<file path="src/rtl/triple_addsub_serial_pkg.sv">
// Shared definitions for the digit-serial three-operand add/subtract unit:
// op encodings, FSM states and the signed-overflow helper.
package triple_addsub_serial_pkg;

   localparam logic [1:0] OP_ADD   = 2'b00;
   localparam logic [1:0] OP_NEG_B = 2'b01;
   localparam logic [1:0] OP_NEG_A = 2'b10;
   localparam logic [1:0] OP_NEG_C = 2'b11;

   typedef enum logic [1:0] {
      ST_IDLE = 2'b00,
      ST_RUN  = 2'b01,
      ST_DONE = 2'b10
   } state_t;

   // Top three bits of the sign-extended exact sum; any disagreement means
   // the value does not fit in the result width.
   function automatic logic top_overflow(input logic [2:0] top);
      return !((top == 3'b000) || (top == 3'b111));
   endfunction

endpackage

</file>
<file path="src/rtl/triple_addsub_serial_addsub_digit.sv">
// Combinational DIGIT-wide adder of three operands plus a 2-bit carry.
module addsub_digit
   import triple_addsub_serial_pkg::*;
#(
   parameter int DIGIT = 4
) (
   input  logic [DIGIT-1:0] x,
   input  logic [DIGIT-1:0] y,
   input  logic [DIGIT-1:0] z,
   input  logic [1:0]       cin,
   output logic [DIGIT-1:0] s,
   output logic [1:0]       cout
);

   // Worst case 3*(2^DIGIT-1)+3 fits in DIGIT+2 bits, so the carry never exceeds 3.
   logic [DIGIT+1:0] sum;

   always_comb begin
      sum  = {2'b00, x} + {2'b00, y} + {2'b00, z} + {{DIGIT{1'b0}}, cin};
      s    = sum[DIGIT-1:0];
      cout = sum[DIGIT+1:DIGIT];
   end

endmodule

</file>
<file path="src/rtl/triple_addsub_serial.sv">
// Digit-serial a+-b+-c unit: captures operands, adds DIGIT bits per cycle,
// then holds the result with a valid/ready handshake.
module triple_addsub_serial
   import triple_addsub_serial_pkg::*;
#(
   parameter int WIDTH = 8,
   parameter int DIGIT = 4
) (
   input  logic             clk,
   input  logic             rst_n,
   input  logic             in_valid,
   output logic             in_ready,
   input  logic [WIDTH-1:0] a,
   input  logic [WIDTH-1:0] b,
   input  logic [WIDTH-1:0] c,
   input  logic [1:0]       op,
   output logic             out_valid,
   input  logic             out_ready,
   output logic [WIDTH-1:0] r,
   output logic [1:0]       cout,
   output logic             ovf
);

   localparam int N     = WIDTH / DIGIT;
   localparam int IDX_W = (N > 1) ? $clog2(N) : 1;

   state_t             state_q, state_d;
   logic [IDX_W-1:0]   idx_q, idx_d;
   logic [1:0]         carry_q, carry_d;
   logic [WIDTH-1:0]   a_q, a_d, b_q, b_d, c_q, c_d;
   logic [WIDTH-1:0]   r_q, r_d;
   logic [1:0]         cout_q, cout_d;
   logic               ovf_q, ovf_d;

   logic [DIGIT-1:0]   a_dig, b_dig, c_dig, s_dig;
   logic [1:0]         carry_new;
   logic [1:0]         ext_top;
   logic               last_digit;

   assign a_dig      = a_q[idx_q*DIGIT +: DIGIT];
   assign b_dig      = b_q[idx_q*DIGIT +: DIGIT];
   assign c_dig      = c_q[idx_q*DIGIT +: DIGIT];
   assign last_digit = (idx_q == IDX_W'(N - 1));

   addsub_digit #(.DIGIT(DIGIT)) u_digit (
      .x    (a_dig),
      .y    (b_dig),
      .z    (c_dig),
      .cin  (carry_q),
      .s    (s_dig),
      .cout (carry_new)
   );

   // Bits WIDTH+1:WIDTH of the sign-extended sum: final carry plus the
   // sign-extension words of the (possibly inverted) operands.
   assign ext_top = carry_new + {2{a_q[WIDTH-1]}} + {2{b_q[WIDTH-1]}} + {2{c_q[WIDTH-1]}};

   always_comb begin
      state_d = state_q;
      idx_d   = idx_q;
      carry_d = carry_q;
      a_d     = a_q;
      b_d     = b_q;
      c_d     = c_q;
      r_d     = r_q;
      cout_d  = cout_q;
      ovf_d   = ovf_q;
      unique case (state_q)
         ST_IDLE: begin
            if (in_valid) begin
               a_d     = (op == OP_NEG_A) ? ~a : a;
               b_d     = (op == OP_NEG_B) ? ~b : b;
               c_d     = (op == OP_NEG_C) ? ~c : c;
               carry_d = (op != OP_ADD) ? 2'b01 : 2'b00;
               idx_d   = '0;
               state_d = ST_RUN;
            end
         end
         ST_RUN: begin
            r_d[idx_q*DIGIT +: DIGIT] = s_dig;
            carry_d = carry_new;
            if (last_digit) begin
               cout_d  = carry_new;
               ovf_d   = top_overflow({ext_top, s_dig[DIGIT-1]});
               state_d = ST_DONE;
            end else begin
               idx_d = idx_q + 1'b1;
            end
         end
         ST_DONE: begin
            if (out_ready) state_d = ST_IDLE;
         end
         default: state_d = ST_IDLE;
      endcase
   end

   always_ff @(posedge clk) begin
      if (!rst_n) begin
         state_q <= ST_IDLE;
         idx_q   <= '0;
         carry_q <= '0;
         a_q     <= '0;
         b_q     <= '0;
         c_q     <= '0;
         r_q     <= '0;
         cout_q  <= '0;
         ovf_q   <= 1'b0;
      end else begin
         state_q <= state_d;
         idx_q   <= idx_d;
         carry_q <= carry_d;
         a_q     <= a_d;
         b_q     <= b_d;
         c_q     <= c_d;
         r_q     <= r_d;
         cout_q  <= cout_d;
         ovf_q   <= ovf_d;
      end
   end

   assign in_ready  = (state_q == ST_IDLE);
   assign out_valid = (state_q == ST_DONE);
   assign r         = r_q;
   assign cout      = cout_q;
   assign ovf       = ovf_q;

endmodule
</file>
<file path="config.mk">
export PLATFORM = sky130hd
export DESIGN_NAME = triple_addsub_serial
export DESIGN_NICKNAME = d
export VERILOG_FILES = /design/src/rtl/triple_addsub_serial_pkg.sv /design/src/rtl/triple_addsub_serial_addsub_digit.sv /design/src/rtl/triple_addsub_serial.sv
export SDC_FILE = /design/constraint.sdc
export NUM_CORES = 1
export LEC_CHECK = 0
export ABC_AREA = 1
export BUFFER_PORTS_ARGS = -buffer_cell sky130_fd_sc_hd__buf_4
export CORE_MARGIN = 1
export CORE_UTILIZATION = 49
export CTS_CLUSTER_DIAMETER = 100
export CTS_CLUSTER_SIZE = 16
export DETAILED_ROUTE_END_ITERATION = 10
export PLACE_DENSITY_LB_ADDON = 0.3
export SLEW_MARGIN = 30
export SYNTH_ARGS = -nofsm -noshare
export SYNTH_HDL_FRONTEND = slang
export SYNTH_SLANG_ARGS = --single-unit
</file>
<file path="constraint.sdc">
create_clock -name clk -period 3.4 [get_ports clk]
set_input_delay 0.17 -clock clk [delete_from_list [all_inputs] [get_ports clk]]
set_output_delay 0.17 -clock clk [all_outputs]
set_load 0.02 [all_outputs]
</file>
==> results of run 1 <==
[tightest hold or removal path, stage by stage]
cell	delay [ns]
buf_4	0.07
inv_1	0.03
nand2_1	0.06
a21oi_1	0.05
[worst min path at each step]
stage / cells after the start / start / slack, ns / to
4_1_cts: 4 / out_ready / 0.13 / state_q[1]
5_1_grt: 4 / out_ready / 0.15 / state_q[1]
3_3_place_gp: 4 / out_ready / 0.44 / state_q[1]
3_5_place_dp: 4 / out_ready / 0.44 / state_q[1]
6_report: 4 / out_ready / 0.14 / state_q[1]
2_1_floorplan: 2 / rst_n / 0.31 / r[0]
[sequential cells by signal, summed over array words and instances, names as in the netlist]
| register | cells |
|---|---|
| idx_q | 1 |
| b_q | 8 |
| r | 8 |
| cout | 2 |
| a_q | 8 |
| c_q | 8 |
| state_q | 2 |
| carry_q | 2 |
| ovf | 1 |
[through the flow]
| step | instances | util | hold WS, ns |
|---|---|---|---|
| floorplan | 287 | - | 0.308 |
| global placement | 373 | 0.594 | 0.440 |
| detailed placement | 373 | 0.594 | 0.443 |
| CTS | 381 | 0.615 | 0.130 |
| global route | 383 | 0.631 | 0.153 |
| finish | 383 | 0.631 | 0.136 |
[cell type report]
type / instances / area [um2]
repair buffers: 47 / 357
clock buffers: 6 / 82.6
inverters: 38 / 143
fillers: 400 / 1620
flip-flops and latches: 40 / 802
clock inverters: 2 / 10.0
multi-input cells: 198 / 1310
well taps: 52 / 65.1
[per-layer routing]
metal  vias to the layer above  wire (um)
li1                       1018          -
met1                       853       1930
met2                        47       2220
met3                         9        195
met4                         0         84
met5                         -          0
[power groups by stage]
stage	Clock, uW	Sequential (uW)	Combinational (uW)
finish	322	535	448
global route	353	540	502
CTS	331	535	413
detailed placement	0	545	409
global placement	0	544	399
floorplan	0	551	289
[cells by family (layout without fill, tap and decap cells)]
kind of cell | count (synthesis) | after routing | synth area share
AO/OA/AOI/OAI | 86 | 86 | 0.209
XOR/XNOR | 26 | 26 | 0.101
adder cells (fa/ha/maj) | 16 | 16 | 0.105
buffers and inverters | 49 | 93 | 0.0888
flip-flops | 40 | 40 | 0.355
multiplexers | 1 | 1 | 0.00500
AND/OR/NAND/NOR | 69 | 69 | 0.135
[repair_timing]
item / CTS / global route
setup endpoints to repair: 0 / 1
setup buffers: 0 / 2
resized for setup: 0 / 17
[cell usage in the layout, fill, tap and decap left out]
master and instances:
buf_4 46, dfxtp_1 39, nand2_1 35, inv_1 31, a21oi_1 27, o21ai_0 26, o21ai_1 20, xnor2_1 16
nor2_1 15, a21oi_2 11, nand3_1 11, xor2_1 10, inv_2 7, ha_1 6, clkbuf_8 6, nor2_4 4
fa_2 3, ha_2 3, nand2_2 2, fa_1 2, ha_4 2, clkinv_2 2, o21a_1 1, nor2_2 1
a31oi_1 1, nand3_2 1, mux2_2 1, dfxtp_2 1, buf_6 1
==> summary.txt, run 1 <==
antenna violations before repair: 0
Crit path buffers/inverters: 3
Total Wirelength: 4430 um
pin count of the biggest net entering global routing: 51
core region area: 0.00438 mm2
register area share after synthesis: 0.355
met1 global-route usage: 0.215
Crit path max-delay family: adder cells
GRT overflow: 0
# port buffers: 42
global-route met2 utilization: 0.338
Iteration-0 DRC Markers: 93
Net Sw Frac: 0.334
final instance area: 0.00277 mm2
sequential power share: 0.410
Synth top cells by count: dfxtp_1, nand2_1, inv_1, o21ai_0, a21oi_1
crit share post-route: 0.943
asr flop ratio synth: 0
Comb power frac: 0.343
Final setup viols: 0
crit path to: ovf
clk slew on worst S/H paths: 0.08 ns
Power Internal: 869 uW
Worst EP required: 3.58 ns
outcome: finished, final reports clean
Leak: 0.00124 uW
Slew Viols, Final: 0
Peak VDD IR: 0.250 mV
Die Area: 0.00487 mm2
drt first pass iters: 4
Fin. Hold Viols: 0
DP Wirelength: 3220 um
Mapped Avg Cell Area: 7.85 um2
nets@finish: 376
CTS sink cnt: 40
M3 GR Usage: 0.0567
R2R Path End: ovf
setup ws final: 0.194 ns
reg-to-reg startpoint: idx_q
Critical Path, Cell by Cell: buf_6, nand2_1, o21ai_1, ha_2, fa_2, fa_2, ha_2, fa_2, nand2_1, inv_1, nor2_1, inv_1, nor2_1, nand3_1, nand3_1, a21oi_1
Die Ht: 69.8 um
total chip power: 1300 uW
internal reg-to-reg setup slack: 0.19 ns
worst reg2reg path depth: 16
sw power: 436 uW
Critical Path Source Type: register
Critical Path AT: 3.39 ns
Critical Path End Type: register
f_max: 312 MHz
Slew headroom: 0.657
Slew @ Worst Pin: 0.515 ns
Die W: 69.8 um
mapped cell area: 0.00225 mm2
Crit Path Max Fanout: 11
HP Class: input port to register
Fin Clk Skew: 0.00387 ns
area delta synth->final: 22.8%
setup TNS: 0 ns
Clock Power Share: 0.247
post-route ant nets: 0
Worst path max stage delay: 0.59 ns
crit path kind: register to register
Rows: 24
CTS max path bufs: 2
MaxCap Viol Count: 0
gr busiest metal: met2
most used cell, CP: fa_2
cell area power density: 471 mW/mm2
Vias/cell: 5.03
CTS Hold Buffers Added: 0
worst setup path startpoint: idx_q
total CTS buffers: 5
DRC errors left: 0
routed wire length per instance: 11.6 um
Ys Warns: 0
EDFF count, synth: 0
Skew-Pair Late Insertion Delay: 0.29 ns
Ports: 43
initial core utilization: 0.514
critical path's slowest cell: fa_2
Tmin final: 3.21 ns
Stages on worst setup path: 16
root buffer cell: clkbuf_8
Mapped Nets: 333
placed inst area: 0.00260 mm2
post-synth top area cell: dfxtp_1
Area contributors post-synth: dfxtp_1, o21ai_0, a21oi_1
ANT cells: 0
count leader, synth: dfxtp_1
Mapped Cells: 287
Via Count: 1927
share of layout cells above drive strength 1: 0.275
H-tree Lvls: 2
synth unique cells: 24
post-place setup slack: 0.0909 ns
GRT Resource Usage Total: 0.189
Most used DFF post-synth: dfxtp_1
CTS tree: yes
first-pass GRT wire length: 7380 um
Placer Congestion: 0.808
post-synth top area share: 0.355
Seq cells post-synth: 40
vias in the first global route: 1754
Power figures use the tool's default switching activity.
==> run 2, diff against run 1 <==
--- a/config.mk
+++ b/config.mk
@@ -7,8 +7,10 @@
 export LEC_CHECK = 0
 export ABC_AREA = 1
 export BUFFER_PORTS_ARGS = -buffer_cell sky130_fd_sc_hd__buf_4
+export CELL_PAD_IN_SITES_DETAIL_PLACEMENT = 0
+export CELL_PAD_IN_SITES_GLOBAL_PLACEMENT = 1
 export CORE_MARGIN = 1
-export CORE_UTILIZATION = 49
+export CORE_UTILIZATION = 36
 export CTS_CLUSTER_DIAMETER = 100
 export CTS_CLUSTER_SIZE = 16
 export DETAILED_ROUTE_END_ITERATION = 10
==> run 2 against run 1 <==
  * Largest cell class unchanged
  * Cell count increased by 5.0%
  * Non-clock buffer count shrank 1
  * Cell area grew 0.95%
  * Sequential cell count stayed put
  * Sequential share of layout area decreased by 0.18 points
==> summary.txt, run 2 (synthesis results as in run 1) <==
outcome: finished, final reports clean
initial core utilization: 0.376
Die Area: 0.00658 mm2
sequential power share: 0.420
clk slew on worst S/H paths: 0.07 ns
Iteration-0 DRC Markers: 42
CTS max path bufs: 2
# fillers: 635
H-tree Lvls: 2
DRC errors left: 0
Power Internal: 847 uW
Final setup viols: 0
Net Sw Frac: 0.335
Hold Crit Start: out_ready
cell area power density: 456 mW/mm2
CTS sink cnt: 40
total chip power: 1270 uW
Fin. Hold Viols: 0
Tmin final: 3.22 ns
Crit Path Max Fanout: 13
Critical Path Source Type: register
Vias/cell: 4.71
Slew @ Worst Pin: 0.915 ns
sw power: 427 uW
post-place setup slack: 0.0296 ns
ANT cells: 0
GRT overflow: 0
internal reg-to-reg setup slack: 0.18 ns
Slew Viols, Final: 0
MaxCap Viol Count: 0
drt first pass iters: 4
HP Class: input port to register
most frequent cells in the layout: buf_4, dfxtp_1, nand2_1
Critical Path End Type: register
Peak VDD IR: 0.204 mV
first-pass GRT wire length: 7270 um
reg-to-reg startpoint: idx_q
Die Ht: 81.1 um
DP Wirelength: 3340 um
area delta synth->final: 24.0%
Placer Congestion: 0.783
commonest non-fill, non-tap cell in the layout: buf_4
Leak: 0.00123 uW
Clock Power Share: 0.222
worst reg2reg path depth: 18
vias in the first global route: 1663
pin count of the biggest net entering global routing: 43
Slew headroom: 0.389
post-route ant nets: 0
crit path kind: register to register
storage element area: 805 um2
Die W: 81.1 um
worst setup path startpoint: idx_q
Ports: 43
f_max: 310 MHz
Skew-Pair Late Insertion Delay: 0.29 ns
crit share post-route: 0.948
Fin Clk Skew: 0.00501 ns
# port buffers: 42
core region area: 0.00599 mm2
nets@finish: 375
setup ws final: 0.178 ns
total CTS buffers: 5
R2R Path End: ovf
CTS tree: yes
Total Wirelength: 4510 um
routed wire length per instance: 11.2 um
antenna violations before repair: 0
root buffer cell: clkbuf_8
Rows: 28
GRT Resource Usage Total: 0.148
crit path to: ovf
Worst EP required: 3.62 ns
Via Count: 1894
Comb power frac: 0.358
Critical Path AT: 3.44 ns
share of layout cells above drive strength 1: 0.266
multi-input logic area: 0.00131 mm2
[run 2: layout make-up]
| type | instances | share of cell area |
|---|---|---|
| clock buffers | 5 | 0.0246 |
| flip-flops and latches | 40 | 0.288 |
| repair buffers | 46 | 0.134 |
| well taps | 75 | 0.0336 |
| inverters | 38 | 0.0511 |
| multi-input cells | 198 | 0.468 |
[run 2: timing repair]
item                                    in CTS  in global routing
resized for setup                            1                 18
cloned                                       0                  1
buffers inserted                             0                  1
hold buffers                                 0                  0
pin swaps                                    0                  4
endpoints found under the setup margin       1                  1
[run 2: routing by layer]
metal | track usage | part of all wire | vias to the layer above
li1 | - | - | 1017
met1 | 0.178 | 0.46 | 828
met2 | 0.250 | 0.47 | 44
met3 | 0.0483 | 0.057 | 5
met4 | 0.0482 | 0.011 | 0
met5 | 0 | 0 | -
[run 2: how the worst min path moves through the flow]
stage	to	slack [ns]	cells after the start
final	state_q[1]	0.14	4
after global routing	b_q[0]	0.15	3
after CTS	state_q[1]	0.14	4
after detailed placement	state_q[1]	0.44	4
after global placement	state_q[1]	0.44	4
after floorplan	r[0]	0.31	2
[run 2: power by group through the flow]
stage                     Combinational (uW)  Clock [uW]  Sequential (uW)
final                                    456         282              535
after CTS                                417         292              535
after global placement                   410           0              545
after floorplan                          289           0              551
after detailed placement                 413           0              545
after global routing                     522         317              541
[run 2: through the flow]
stage / utilization / cells / area, um2 / hold WS [ns] / TNS, ns
2_1_floorplan: - / 287 / 2250 / 0.308 / 0
3_3_place_gp: 0.440 / 395 / 2640 / 0.443 / 0
3_5_place_dp: 0.440 / 395 / 2640 / 0.444 / 0
4_1_cts: 0.452 / 400 / 2710 / 0.140 / 0
5_1_grt: 0.466 / 402 / 2790 / 0.154 / -0.0260
6_report: 0.466 / 402 / 2790 / 0.143 / 0
[run 2: worst max-delay path, stage by stage (launching register included)]
cell	delay [ns]
dfxtp_4	0.37
buf_12	0.14
nand2_1	0.05
o21ai_1	0.07
ha_2	0.21
fa_1	0.53
fa_2	0.62
ha_4	0.15
nand3_1	0.09
nand3_1	0.10
nand2_2	0.07
ha_1	0.21
inv_1	0.07
nand3_2	0.10
nand2_2	0.08
nand2_1	0.05
nand3_1	0.07
nand3_1	0.08
a21oi_1	0.11
